### src/rtl/mmio_bus_fabric_pkg.sv
// ----------------------------------------------------------------------------
// mmio_bus_fabric_pkg
// Shared definitions for the MMIO bus fabric. It holds the FSM state
// encodings, the error cause codes, the default status register base, the
// width of the wait-state counter and helpers for the status word and the
// slot index width.
// Ports: none (package).
// ----------------------------------------------------------------------------
package mmio_bus_fabric_pkg;

    typedef enum logic [1:0] {
        ST_IDLE   = 2'd0,
        ST_ACCESS = 2'd1,
        ST_DONE   = 2'd2
    } state_t;

    typedef enum logic [2:0] {
        CAUSE_NONE       = 3'd0,
        CAUSE_UNMAPPED   = 3'd1,
        CAUSE_TIMEOUT    = 3'd2,
        CAUSE_RWCONFLICT = 3'd3
    } cause_t;

    localparam logic [31:0] DEFAULT_STATUS_ADDR = 32'hFF20_0F00;
    localparam int          CNT_W               = 8;

    // Layout of status word 0: {err_count[15:0], 13'b0, last_cause[2:0]}.
    function automatic logic [31:0] status_word(input logic [15:0] count,
                                                input cause_t      cause);
        return {count, 13'b0, cause};
    endfunction

    // A single-slot fabric still needs a one-bit index register.
    function automatic int idx_width(input int n);
        return (n > 1) ? $clog2(n) : 1;
    endfunction

endpackage

### src/rtl/mmio_bus_fabric_if.sv
// ----------------------------------------------------------------------------
// mmio_bus_fabric_if
// Bundles both sides of the fabric: the CPU data port (d_*) and the
// peripheral slot side (s_*).
//   slave  modport : the fabric's view. It takes CPU requests and slave
//                    responses, and drives CPU responses and slot strobes.
//   master modport : the environment's view (CPU plus peripherals). It uses
//                    the opposite directions.
// Signals:
//   d_address, d_write_data, d_byte_enable, d_read_enable, d_write_enable
//       request from the CPU
//   d_read_data, d_ready, d_error
//       registered completion back to the CPU
//   s_sel, s_address, s_write_data, s_byte_enable, s_read_enable,
//   s_write_enable
//       registered forward to the selected slot
//   s_read_data (flattened N_SLOTS*DATA_W), s_ready (one bit per slot)
//       responses from the slots
// ----------------------------------------------------------------------------
interface mmio_bus_fabric_if #(
    parameter int N_SLOTS = 8,
    parameter int DATA_W  = 32,
    parameter int ADDR_W  = 32
);
    logic [ADDR_W-1:0]         d_address;
    logic [DATA_W-1:0]         d_write_data;
    logic [DATA_W/8-1:0]       d_byte_enable;
    logic                      d_read_enable;
    logic                      d_write_enable;
    logic [DATA_W-1:0]         d_read_data;
    logic                      d_ready;
    logic                      d_error;

    logic [N_SLOTS-1:0]        s_sel;
    logic [ADDR_W-1:0]         s_address;
    logic [DATA_W-1:0]         s_write_data;
    logic [DATA_W/8-1:0]       s_byte_enable;
    logic                      s_read_enable;
    logic                      s_write_enable;
    logic [N_SLOTS*DATA_W-1:0] s_read_data;
    logic [N_SLOTS-1:0]        s_ready;

    modport slave (
        input  d_address, d_write_data, d_byte_enable, d_read_enable, d_write_enable,
        output d_read_data, d_ready, d_error,
        output s_sel, s_address, s_write_data, s_byte_enable, s_read_enable, s_write_enable,
        input  s_read_data, s_ready
    );

    modport master (
        output d_address, d_write_data, d_byte_enable, d_read_enable, d_write_enable,
        input  d_read_data, d_ready, d_error,
        input  s_sel, s_address, s_write_data, s_byte_enable, s_read_enable, s_write_enable,
        output s_read_data, s_ready
    );

endinterface

### src/rtl/mmio_bus_fabric_addr_decode.sv
// ----------------------------------------------------------------------------
// mmio_addr_decode
// Combinational priority decoder. Slot k matches when
// (address & mask_k) == base_k. When windows overlap, the lowest index wins.
// Ports:
//   address  in   ADDR_W    address to decode
//   hit      out  1         some slot matched
//   index    out  IDX_W     binary index of the winning slot
//   onehot   out  N_SLOTS   one-hot form of the winning slot
// ----------------------------------------------------------------------------
module mmio_addr_decode
    import mmio_bus_fabric_pkg::*;
#(
    parameter int                          N_SLOTS   = 8,
    parameter int                          ADDR_W    = 32,
    parameter int                          IDX_W     = idx_width(N_SLOTS),
    parameter logic [N_SLOTS*ADDR_W-1:0]   SLOT_BASE = '1,
    parameter logic [N_SLOTS*ADDR_W-1:0]   SLOT_MASK = '0
) (
    input  logic [ADDR_W-1:0]  address,
    output logic               hit,
    output logic [IDX_W-1:0]   index,
    output logic [N_SLOTS-1:0] onehot
);

    // The scan runs from the top slot down, so a lower matching slot
    // overwrites a higher one and ends up winning.
    always_comb begin
        hit    = 1'b0;
        index  = '0;
        onehot = '0;
        for (int k = N_SLOTS - 1; k >= 0; k--) begin
            if ((address & SLOT_MASK[k*ADDR_W +: ADDR_W]) == SLOT_BASE[k*ADDR_W +: ADDR_W]) begin
                hit       = 1'b1;
                index     = IDX_W'(k);
                onehot    = '0;
                onehot[k] = 1'b1;
            end
        end
    end

endmodule

### src/rtl/mmio_bus_fabric.sv
// ----------------------------------------------------------------------------
// mmio_bus_fabric
// Links the CPU data port to N memory-mapped slave slots. It provides:
//   - address decode into the slots;
//   - a registered read-data mux;
//   - a ready/wait-state handshake with a timeout;
//   - error capture, exposed as two status words at STATUS_ADDR and
//     STATUS_ADDR+4.
// Ports:
//   clk    in   core clock
//   rst_n  in   asynchronous reset, active low
//   bus    slave modport of mmio_bus_fabric_if (CPU side and slot side)
// ----------------------------------------------------------------------------
module mmio_bus_fabric
    import mmio_bus_fabric_pkg::*;
#(
    parameter int                        N_SLOTS     = 8,
    parameter int                        DATA_W      = 32,
    parameter int                        ADDR_W      = 32,
    parameter logic [N_SLOTS*ADDR_W-1:0] SLOT_BASE   = '1,
    parameter logic [N_SLOTS*ADDR_W-1:0] SLOT_MASK   = '0,
    parameter int                        TIMEOUT     = 255,
    parameter logic [ADDR_W-1:0]         STATUS_ADDR = ADDR_W'(DEFAULT_STATUS_ADDR)
) (
    input  logic               clk,
    input  logic               rst_n,
    mmio_bus_fabric_if.slave   bus
);

    localparam int               IDX_W          = idx_width(N_SLOTS);
    localparam logic [ADDR_W-1:0] STATUS_ADDR_HI = STATUS_ADDR + ADDR_W'(4);
    localparam logic [CNT_W-1:0]  TIMEOUT_CNT    = CNT_W'(TIMEOUT);

    state_t             state;
    logic [CNT_W-1:0]   wait_cnt;
    logic [IDX_W-1:0]   sel_idx;
    logic [15:0]        err_count;
    cause_t             last_cause;
    logic [ADDR_W-1:0]  last_err_addr;

    logic               dec_hit;
    logic [IDX_W-1:0]   dec_index;
    logic [N_SLOTS-1:0] dec_onehot;

    mmio_addr_decode #(
        .N_SLOTS   (N_SLOTS),
        .ADDR_W    (ADDR_W),
        .IDX_W     (IDX_W),
        .SLOT_BASE (SLOT_BASE),
        .SLOT_MASK (SLOT_MASK)
    ) u_decode (
        .address (bus.d_address),
        .hit     (dec_hit),
        .index   (dec_index),
        .onehot  (dec_onehot)
    );

    logic              req;
    logic              rw_conflict;
    logic              status_lo_hit;
    logic              status_hi_hit;
    logic              slot_ready;
    logic [15:0]       err_count_inc;
    logic [DATA_W-1:0] slot_rdata;

    assign req           = bus.d_read_enable | bus.d_write_enable;
    assign rw_conflict   = bus.d_read_enable & bus.d_write_enable;
    assign status_lo_hit = (bus.d_address == STATUS_ADDR);
    assign status_hi_hit = (bus.d_address == STATUS_ADDR_HI);
    // Masking with the registered one-hot select means a ready from any
    // slot other than the selected one has no effect.
    assign slot_ready    = |(bus.s_ready & bus.s_sel);
    assign slot_rdata    = bus.s_read_data[sel_idx*DATA_W +: DATA_W];
    assign err_count_inc = (err_count == 16'hFFFF) ? err_count : err_count + 16'd1;

    // Access FSM. All CPU-facing and slot-facing outputs are registered here.
    // In ACCESS the checks run in this order: abort, then slave ready, then
    // timeout. A ready that arrives in the expiry cycle therefore still
    // completes the access successfully.
    always_ff @(posedge clk or negedge rst_n) begin
        if (!rst_n) begin
            state              <= ST_IDLE;
            wait_cnt           <= '0;
            sel_idx            <= '0;
            err_count          <= '0;
            last_cause         <= CAUSE_NONE;
            last_err_addr      <= '0;
            bus.d_read_data    <= '0;
            bus.d_ready        <= 1'b0;
            bus.d_error        <= 1'b0;
            bus.s_sel          <= '0;
            bus.s_address      <= '0;
            bus.s_write_data   <= '0;
            bus.s_byte_enable  <= '0;
            bus.s_read_enable  <= 1'b0;
            bus.s_write_enable <= 1'b0;
        end else begin
            case (state)
                ST_IDLE: begin
                    if (req) begin
                        if (rw_conflict || !(status_lo_hit || status_hi_hit || dec_hit)) begin
                            state           <= ST_DONE;
                            bus.d_ready     <= 1'b1;
                            bus.d_error     <= 1'b1;
                            bus.d_read_data <= '0;
                            err_count       <= err_count_inc;
                            last_err_addr   <= bus.d_address;
                            if (rw_conflict) begin
                                last_cause <= CAUSE_RWCONFLICT;
                            end else begin
                                last_cause <= CAUSE_UNMAPPED;
                            end
                        end else if (status_lo_hit || status_hi_hit) begin
                            // Status words shadow any slot window that also
                            // covers them.
                            state       <= ST_DONE;
                            bus.d_ready <= 1'b1;
                            bus.d_error <= 1'b0;
                            if (bus.d_write_enable) begin
                                bus.d_read_data <= '0;
                                if (status_lo_hit) begin
                                    err_count  <= '0;
                                    last_cause <= CAUSE_NONE;
                                end
                            end else if (status_lo_hit) begin
                                bus.d_read_data <= DATA_W'(status_word(err_count, last_cause));
                            end else begin
                                bus.d_read_data <= DATA_W'(last_err_addr);
                            end
                        end else begin
                            state              <= ST_ACCESS;
                            wait_cnt           <= '0;
                            sel_idx            <= dec_index;
                            bus.s_sel          <= dec_onehot;
                            bus.s_address      <= bus.d_address;
                            bus.s_write_data   <= bus.d_write_data;
                            bus.s_byte_enable  <= bus.d_byte_enable;
                            bus.s_read_enable  <= bus.d_read_enable;
                            bus.s_write_enable <= bus.d_write_enable;
                        end
                    end
                end

                ST_ACCESS: begin
                    if (!req) begin
                        state              <= ST_IDLE;
                        bus.s_sel          <= '0;
                        bus.s_read_enable  <= 1'b0;
                        bus.s_write_enable <= 1'b0;
                    end else if (slot_ready) begin
                        state              <= ST_DONE;
                        bus.d_ready        <= 1'b1;
                        bus.d_error        <= 1'b0;
                        bus.d_read_data    <= bus.s_read_enable ? slot_rdata : '0;
                        bus.s_sel          <= '0;
                        bus.s_read_enable  <= 1'b0;
                        bus.s_write_enable <= 1'b0;
                    end else if (wait_cnt == TIMEOUT_CNT) begin
                        state              <= ST_DONE;
                        bus.d_ready        <= 1'b1;
                        bus.d_error        <= 1'b1;
                        bus.d_read_data    <= '0;
                        bus.s_sel          <= '0;
                        bus.s_read_enable  <= 1'b0;
                        bus.s_write_enable <= 1'b0;
                        err_count          <= err_count_inc;
                        last_cause         <= CAUSE_TIMEOUT;
                        last_err_addr      <= bus.s_address;
                    end else begin
                        wait_cnt <= wait_cnt + 1'b1;
                    end
                end

                ST_DONE: begin
                    state       <= ST_IDLE;
                    bus.d_ready <= 1'b0;
                    bus.d_error <= 1'b0;
                end

                default: begin
                    state <= ST_IDLE;
                end
            endcase
        end
    end

endmodule

### src/flat_wrapper.sv
// flat-port wrapper written by rule: the top's interface ports become plain ports
module mmio_bus_fabric_flat import mmio_bus_fabric_pkg::*;
#(
    parameter int                        N_SLOTS     = 8,
    parameter int                        DATA_W      = 32,
    parameter int                        ADDR_W      = 32,
    parameter logic [N_SLOTS*ADDR_W-1:0] SLOT_BASE   = '1,
    parameter logic [N_SLOTS*ADDR_W-1:0] SLOT_MASK   = '0,
    parameter int                        TIMEOUT     = 255,
    parameter logic [ADDR_W-1:0]         STATUS_ADDR = ADDR_W'(DEFAULT_STATUS_ADDR)
)
  (clk, rst_n, bus_d_address, bus_d_write_data, bus_d_byte_enable, bus_d_read_enable, bus_d_write_enable, bus_d_read_data, bus_d_ready, bus_d_error, bus_s_sel, bus_s_address, bus_s_write_data, bus_s_byte_enable, bus_s_read_enable, bus_s_write_enable, bus_s_read_data, bus_s_ready);
  mmio_bus_fabric_if #(.N_SLOTS(N_SLOTS), .DATA_W(DATA_W), .ADDR_W(ADDR_W)) bus_i ();
  input  logic clk;
  input  logic rst_n;
  input wire logic [$bits(bus_i.d_address)-1:0] bus_d_address;
  input wire logic [$bits(bus_i.d_write_data)-1:0] bus_d_write_data;
  input wire logic [$bits(bus_i.d_byte_enable)-1:0] bus_d_byte_enable;
  input wire logic [$bits(bus_i.d_read_enable)-1:0] bus_d_read_enable;
  input wire logic [$bits(bus_i.d_write_enable)-1:0] bus_d_write_enable;
  output wire logic [$bits(bus_i.d_read_data)-1:0] bus_d_read_data;
  output wire logic [$bits(bus_i.d_ready)-1:0] bus_d_ready;
  output wire logic [$bits(bus_i.d_error)-1:0] bus_d_error;
  output wire logic [$bits(bus_i.s_sel)-1:0] bus_s_sel;
  output wire logic [$bits(bus_i.s_address)-1:0] bus_s_address;
  output wire logic [$bits(bus_i.s_write_data)-1:0] bus_s_write_data;
  output wire logic [$bits(bus_i.s_byte_enable)-1:0] bus_s_byte_enable;
  output wire logic [$bits(bus_i.s_read_enable)-1:0] bus_s_read_enable;
  output wire logic [$bits(bus_i.s_write_enable)-1:0] bus_s_write_enable;
  input wire logic [$bits(bus_i.s_read_data)-1:0] bus_s_read_data;
  input wire logic [$bits(bus_i.s_ready)-1:0] bus_s_ready;
  assign bus_i.d_address = bus_d_address;
  assign bus_i.d_write_data = bus_d_write_data;
  assign bus_i.d_byte_enable = bus_d_byte_enable;
  assign bus_i.d_read_enable = bus_d_read_enable;
  assign bus_i.d_write_enable = bus_d_write_enable;
  assign bus_d_read_data = bus_i.d_read_data;
  assign bus_d_ready = bus_i.d_ready;
  assign bus_d_error = bus_i.d_error;
  assign bus_s_sel = bus_i.s_sel;
  assign bus_s_address = bus_i.s_address;
  assign bus_s_write_data = bus_i.s_write_data;
  assign bus_s_byte_enable = bus_i.s_byte_enable;
  assign bus_s_read_enable = bus_i.s_read_enable;
  assign bus_s_write_enable = bus_i.s_write_enable;
  assign bus_i.s_read_data = bus_s_read_data;
  assign bus_i.s_ready = bus_s_ready;
  mmio_bus_fabric #(.N_SLOTS(N_SLOTS), .DATA_W(DATA_W), .ADDR_W(ADDR_W), .SLOT_BASE(SLOT_BASE), .SLOT_MASK(SLOT_MASK), .TIMEOUT(TIMEOUT), .STATUS_ADDR(STATUS_ADDR)) u_core (.clk(clk), .rst_n(rst_n), .bus(bus_i));
endmodule
### config.mk
export PLATFORM = sky130hd
export DESIGN_NAME = mmio_bus_fabric_flat
export DESIGN_NICKNAME = d
export VERILOG_FILES = /design/src/rtl/mmio_bus_fabric_pkg.sv /design/src/rtl/mmio_bus_fabric_if.sv /design/src/rtl/mmio_bus_fabric_addr_decode.sv /design/src/rtl/mmio_bus_fabric.sv /design/src/flat_wrapper.sv
export SDC_FILE = /design/constraint.sdc
export NUM_CORES = 1
export LEC_CHECK = 0
export BUFFER_PORTS_ARGS = -buffer_cell sky130_fd_sc_hd__buf_4
export CORE_AREA = 3 3 172 174
export DETAILED_ROUTE_END_ITERATION = 10
export DIE_AREA = 0 0 175 177
export PLACE_DENSITY_LB_ADDON = 0.05
export SLEW_MARGIN = 20
export SYNTH_ARGS = -nofsm -noshare
export SYNTH_HDL_FRONTEND = slang
export SYNTH_SLANG_ARGS = --single-unit
### constraint.sdc
create_clock -name clk -period 2.85 [get_ports clk]
set_input_delay 0.1425 -clock clk [delete_from_list [all_inputs] [get_ports clk]]
set_output_delay 0.1425 -clock clk [all_outputs]
set_load 0.01 [all_outputs]
After elaboration in Yosys (flattened, before gate mapping)
Cells that the tools add are included.

operators by class
  add/subtract/negate cells = 2
  equal/unequal tests = 19
  muxes and demuxes = 78
  bitwise gates (word level) = 5
  reduce and logical (&&, ||, !) cells = 15

operators by type and width
  cell                   number
  $mux 32                14
  $mux 16                9
  $pmux 32 s2            2
  $mux 8                 9
  $eq 32x32->1 const B   2
  $pmux 16 s2            1
  $pmux 8 s2             2
  $mux 3                 8
  $mux 1                 20
  $add 16x1->16 const B  1
  $eq 16x16->1 const B   1
  $reduce_and 5->1       3
  $mux 2                 7
  $ne 3x1->1 const B     3
  $add 8x1->8 const B    1
  $and 8x8->8            1
  $eq 8x8->1 const B     1
  $ne 2x1->1 const B     4
  $ne 2x2->1 const B     4
  $reduce_and 8->1       1
  $reduce_or 8->1        1
  $reduce_and 7->1       1
  $pmux 1 s3             2
  $pmux 3 s2             1
  17 further kinds       20

word-level totals
  register bits after elaboration = 173
  input port bits = 336

Longest topological paths before layout
  depth after elaboration = 7
  mapped depth = 10
  mapped depth without buffers = 7

Modules after synthesis
Synthesis repeated with hierarchy kept, for this count alone.

second synthesis, totals
  cells, all modules = 806
  area total of the unflattened synthesis = 10039.6 sq um

by module, submodules not included
  module            times used  cells each  area each (sq um)
  mmio_bus_fabric   1           793         9945.8
  mmio_addr_decode  1           13          93.8

Worst setup path before layout
OpenSTA, ideal clock, no wires.

  kind = register to register
  start point = register u_core.state[1]
  end point = register u_core.last_cause[0]
  library setup time = 0.128 ns
  arrival = 2.145 ns
  required time = 2.722 ns
  setup slack = 0.577 ns
  stages on the path, launching flop included = 10
  clock period less this slack = 2.273 ns
  cell sequence = dfrtp_1 > inv_1 > ha_1 > clkbuf_1 > inv_1 > nor3_1 > o21ai_0 > clkbuf_1 > nor2_2 > mux2_1

on the way
  word-level cells in the longest chain between the ends = 3
  elaborated cells between the ends (all ways) = 12
  those cells by class = 8 x eq/ne; 1 x mux; 3 x reduce/logical

ends and longest elaborated chain
  element                                               RTL line                RTL
  start: declaration                                    mmio_bus_fabric.sv:34   state_t state;
  start signal: assignment                              mmio_bus_fabric.sv:82   state <= ST_IDLE;
  start signal: assignment                              mmio_bus_fabric.sv:102  state <= ST_DONE;
  start signal: assignment                              mmio_bus_fabric.sv:116  state <= ST_DONE;
  $eq 2x1->1 / $logic_not 2->1 (equally long branches)  mmio_bus_fabric.sv:98   case (state)
  $ne 2x1->1 (no line) (tied with other cells)          --
  $reduce_and 8->1 (no line)                            --
  end signal: assignment                                mmio_bus_fabric.sv:109  last_cause <= CAUSE_RWCONFLICT;
  end signal: assignment                                mmio_bus_fabric.sv:111  last_cause <= CAUSE_UNMAPPED;
  end signal: assignment                                mmio_bus_fabric.sv:123  last_cause <= CAUSE_NONE;
  end: declaration                                      mmio_bus_fabric.sv:38   cause_t last_cause;

Several ways; a longest one is shown, not always the timed one.
A chain may end at the register's enable or synchronous reset.

Final worst setup path
  start point = register u_core.state[1]
  end point = register u_core.err_count[7]

on the way
  word-level cells in the longest chain between the ends = 3
  elaborated cells between the ends (all ways) = 12
  those cells by class = 8 x eq/ne; 1 x mux; 3 x reduce/logical

ends and longest elaborated chain
  element                                               RTL line                RTL
  $eq 2x1->1 / $logic_not 2->1 (equally long branches)  mmio_bus_fabric.sv:98
  $ne 2x1->1 (no line) (tied with other cells)          --
  $reduce_and 8->1 (no line)                            --
  end signal: assignment                                mmio_bus_fabric.sv:106  err_count <= err_count_inc;
  end signal: assignment                                mmio_bus_fabric.sv:166  err_count <= err_count_inc;
  end: declaration                                      mmio_bus_fabric.sv:37   logic [15:0] err_count;

Several ways; a longest one is shown, not always the timed one.

==> summary.md <==
| Metric | Value |
|---|---|
| Setup Skew | between 10 and 15 ps |
| Period utilization | 80.1% |
| Router iterations before antenna repair | 5 |
| Syn Area/Cell | 12.0 um^2 |
| Number of synthesized flops with an enable pin | 0 |
| Post_cts resized | 0 |
| Final Slew Violations | 0 |
| Crit start category | flip-flop |
| Final WS setup | roughly 570 ps |
| Synth area leaders | dfrtp_1 60%, mux2_2 5.7%, mux2_1 5.1%, clkbuf_1 4.6%, mux2i_1 2.8% |
| Area growth from synthesis to layout | 28.1% |
| Clock buffer depth | 2 |
| Setup crit end kind | flip-flop |
| Yosys top cell by area | dfrtp_1 |
| Main synth FF type | dfrtp_1 |
| Root Driver | clkbuf_16 |
| DR WL/cell | approximately 18 um |
| Max VDD drop | about 0.00034 V |
| Max FO, Critical Path | 22 |
| Netlist cell types | 56 |
| Crit path DAT | between 2000 and 3000 ps |
| Site Rows | a little over 60 |
| Initial antenna violation count | 0 |
| GP Congestion | 0.757 |
| Max Cap Viol | 0 |
| Met2 Track Usage GR | roughly a fifth |
| Inserted Diodes | 0 |
| Seq cells post-synth | around 160 |
| Hold Slack | roughly 67 ps |
| Mapped Cells | about 580 |
| Busiest layer in global routing | met2 |
| Hold Fails Final Rpt | 0 |
| FF-to-FF setup slack | 570 ps |
| Num Clock Sinks | 164 |
| Worst rel slew slack | 58.3% |
| GRT overflow | 0 |
| Slew of the pin with the lowest slew margin | around 630 ps |
| Die X | between 150 and 200 um |
| Die Span Y | approximately 180 um |
| Share of the synthesized area in the top cell type | about three fifths |
| Largest net degree at the start of global routing | 78 |
| Post-synthesis sequential area ratio | 59.6% |
| Setup WS pre-CTS | around 300 ps |
| CTS H-tree lvls | 4 |
| Worst R2R Path Depth | 8 |
| Max Freq | approximately 440 MHz |
| PD cells | approximately 700 nW/um^2 |
| Met1 usage | between 15 and 20% |
| Residual DRC | 0 |
| Post CTS Setup Buffer Count | 0 |
| GRT met3 Usage | 3.93% |
| Crit path time final | roughly 2300 ps |
| IO Port Bufs | about 140 |
| Overall routed net length | approximately 19 mm |
| Final nets | approximately 1,000 |
| TritonCTS clock tree | yes |
| Final Setup Violations | 0 |
| Starting Density | roughly a quarter |
| HPWL Detailed | about 13 mm |
| WP data required | about 3200 ps |
| Area of the core | ~28,000 um^2 |
| # IOs | ~450 |
| Synthesized area | between 6000 and 7000 um^2 |
| Die ar. | ~31,000 um^2 |
| RSZ-0062 raised after global routing | false |
| Critical setup path kind | flip-flop to flip-flop |
| Pleak | approximately 4.2 nW |
| Layout cells sized above 1 | around 36% |
| Worst-skew pair later-pin latency | between 400 and 500 ps |
| Vias | approximately 4,500 |
| 1st-iter DRT viols | between 150 and 200 |
| Async set-reset flop share out of synthesis | 100% |
| First-pass GRT wire length | ~30 mm |
| PnR Total Power | 6.33 mW |
| Drt via density | around 4.3 |
| Clock slew at reported path FFs | 80 ps |
| Setup TNS | 0 ps |
| Final antenna-violating net count | 0 |
| Yosys warning count | 0 |
| Vias in the first global route | about 5,000 |
| GRT Overall Usage | 12.3% |
| Fin util | approximately a third |
| Cells on Worst Hold Path | 3 |
| Worst min path class | input port to flip-flop |
| Total CTS buffers | 17 |
| Status | finished, final reports clean |
-- sequential cells by signal (all words and copies together) (netlist names) --
| signal | cells |
|---|---|
| u_core.bus.d_read_data | 32 |
| u_core.bus.s_address | 32 |
| u_core.bus.s_write_data | 32 |
| u_core.last_err_addr | 32 |
| u_core.err_count | 16 |
| u_core.wait_cnt | 8 |
| u_core.bus.s_byte_enable | 4 |
| u_core.last_cause | 2 |
| u_core.state | 2 |
| u_core.bus.d_error | 1 |
| u_core.bus.d_ready | 1 |
| u_core.bus.s_read_enable | 1 |
| u_core.bus.s_write_enable | 1 |
-- kinds of logic (layout without fill, tap and decap cells) --
logic type,count (synthesis),in the layout,share of synthesized area (%)
buffers and inverters,106,199,6.63
AND/OR/NAND/NOR,113,113,9.09
XOR/XNOR,3,3,0.382
AO/OA/AOI/OAI,97,97,9.58
other,1,8,0.0545
adder cells (fa/ha/maj),6,6,1.09
flip-flops,164,164,59.6
multiplexers,85,85,13.6
-- synth_stat cells, types with 3 or more instances --
| master | count |
|---|---|
| buf_4 | 9 |
| and2_1 | 4 |
| nor2_1 | 19 |
| a41oi_1 | 4 |
| and4_1 | 6 |
| ha_1 | 6 |
| clkbuf_1 | 85 |
| o211ai_1 | 4 |
| or2_2 | 3 |
| nand2_1 | 37 |
| inv_1 | 7 |
| and3_1 | 4 |
| mux2i_1 | 19 |
| nand4_1 | 7 |
| nor3_1 | 7 |
| a21oi_1 | 15 |
| nand3_1 | 8 |
| mux2_1 | 31 |
| buf_6 | 3 |
| dfrtp_1 | 164 |
| a22o_1 | 20 |
| o21ai_0 | 32 |
| a31oi_1 | 5 |
| nand4b_1 | 3 |
| mux2_2 | 35 |
-- area by class of cell --
class | count | area, um^2
multi-input cells | 312 | 2360
repair buffers | 160 | 1220
well taps | 378 | 473
inverters | 7 | 26.3
clock inverters | 15 | 205
clock buffers | 17 | 425
fillers | 2866 | 19100
flip-flops and latches | 164 | 4100
-- what timing repair did --
action | in CTS | in global routing
setup endpoints to repair | 0 | 0
hold buffers | 1 | 0
endpoints found under the hold margin | 62 | 0
-- routing by layer --
layer,vias to the layer above,wire length (um)
met1,2241,8390
met3,16,1210
met2,134,8700
met5,-,0
li1,2154,-
met4,0,223
-- worst max-delay path, stage by stage (launching register included) --
cell,delay (ps)
dfrtp_1,400
inv_1,80
ha_2,200
buf_4,230
a21oi_1,260
and3_1,440
nor3_2,60
buf_4,180
a221o_1,300
-- layout by cell type (no fill, tap or decap), types with 6 or more instances in the layout --
cell / synthesis / final
clkbuf_16: 0 / 17
mux2_1: 31 / 31
buf_4: 9 / 157
o21ai_0: 32 / 31
conb_1: 1 / 8
mux2i_1: 19 / 19
a21oi_1: 15 / 15
nand4_1: 7 / 7
dfrtp_1: 164 / 164
and4_1: 6 / 6
nor3_1: 7 / 7
a22o_1: 20 / 20
nand2_1: 37 / 37
nand3_1: 8 / 8
inv_1: 7 / 7
nor2_1: 19 / 19
inv_8: 0 / 6
mux2_2: 35 / 35
-- per-stage QoR --
step	instances	cell area, um^2
2_1_floorplan	582	6910
3_3_place_gp	1020	8180
3_5_place_dp	1020	8180
4_1_cts	1053	8820
5_1_grt	1053	8820
6_report	1053	8820
-- report_power, final --
part	internal, mW	switching [mW]	total (mW)
Sequential	2.63	0.229	2.86
Clock	1.29	1.18	2.46
Combinational	0.453	0.547	1.00
-- worst paths after layout --
check	from	end
min	bus_d_address[0]	u_core.last_err_addr[0]$_DFFE_PN0P_
max reg2reg	u_core.state[1]$_DFFE_PN0P_	u_core.err_count[7]$_DFFE_PN0P_
max	u_core.state[1]$_DFFE_PN0P_	u_core.err_count[7]$_DFFE_PN0P_
min reg2reg	u_core.bus.s_byte_enable[3]$_DFFE_PN0P_	u_core.bus.s_byte_enable[3]$_DFFE_PN0P_
min in group asynchronous	rst_n	u_core.bus.s_write_data[16]$_DFFE_PN0P_
max in group asynchronous	rst_n	u_core.last_err_addr[29]$_DFFE_PN0P_
Power figures use the tool's default switching activity.
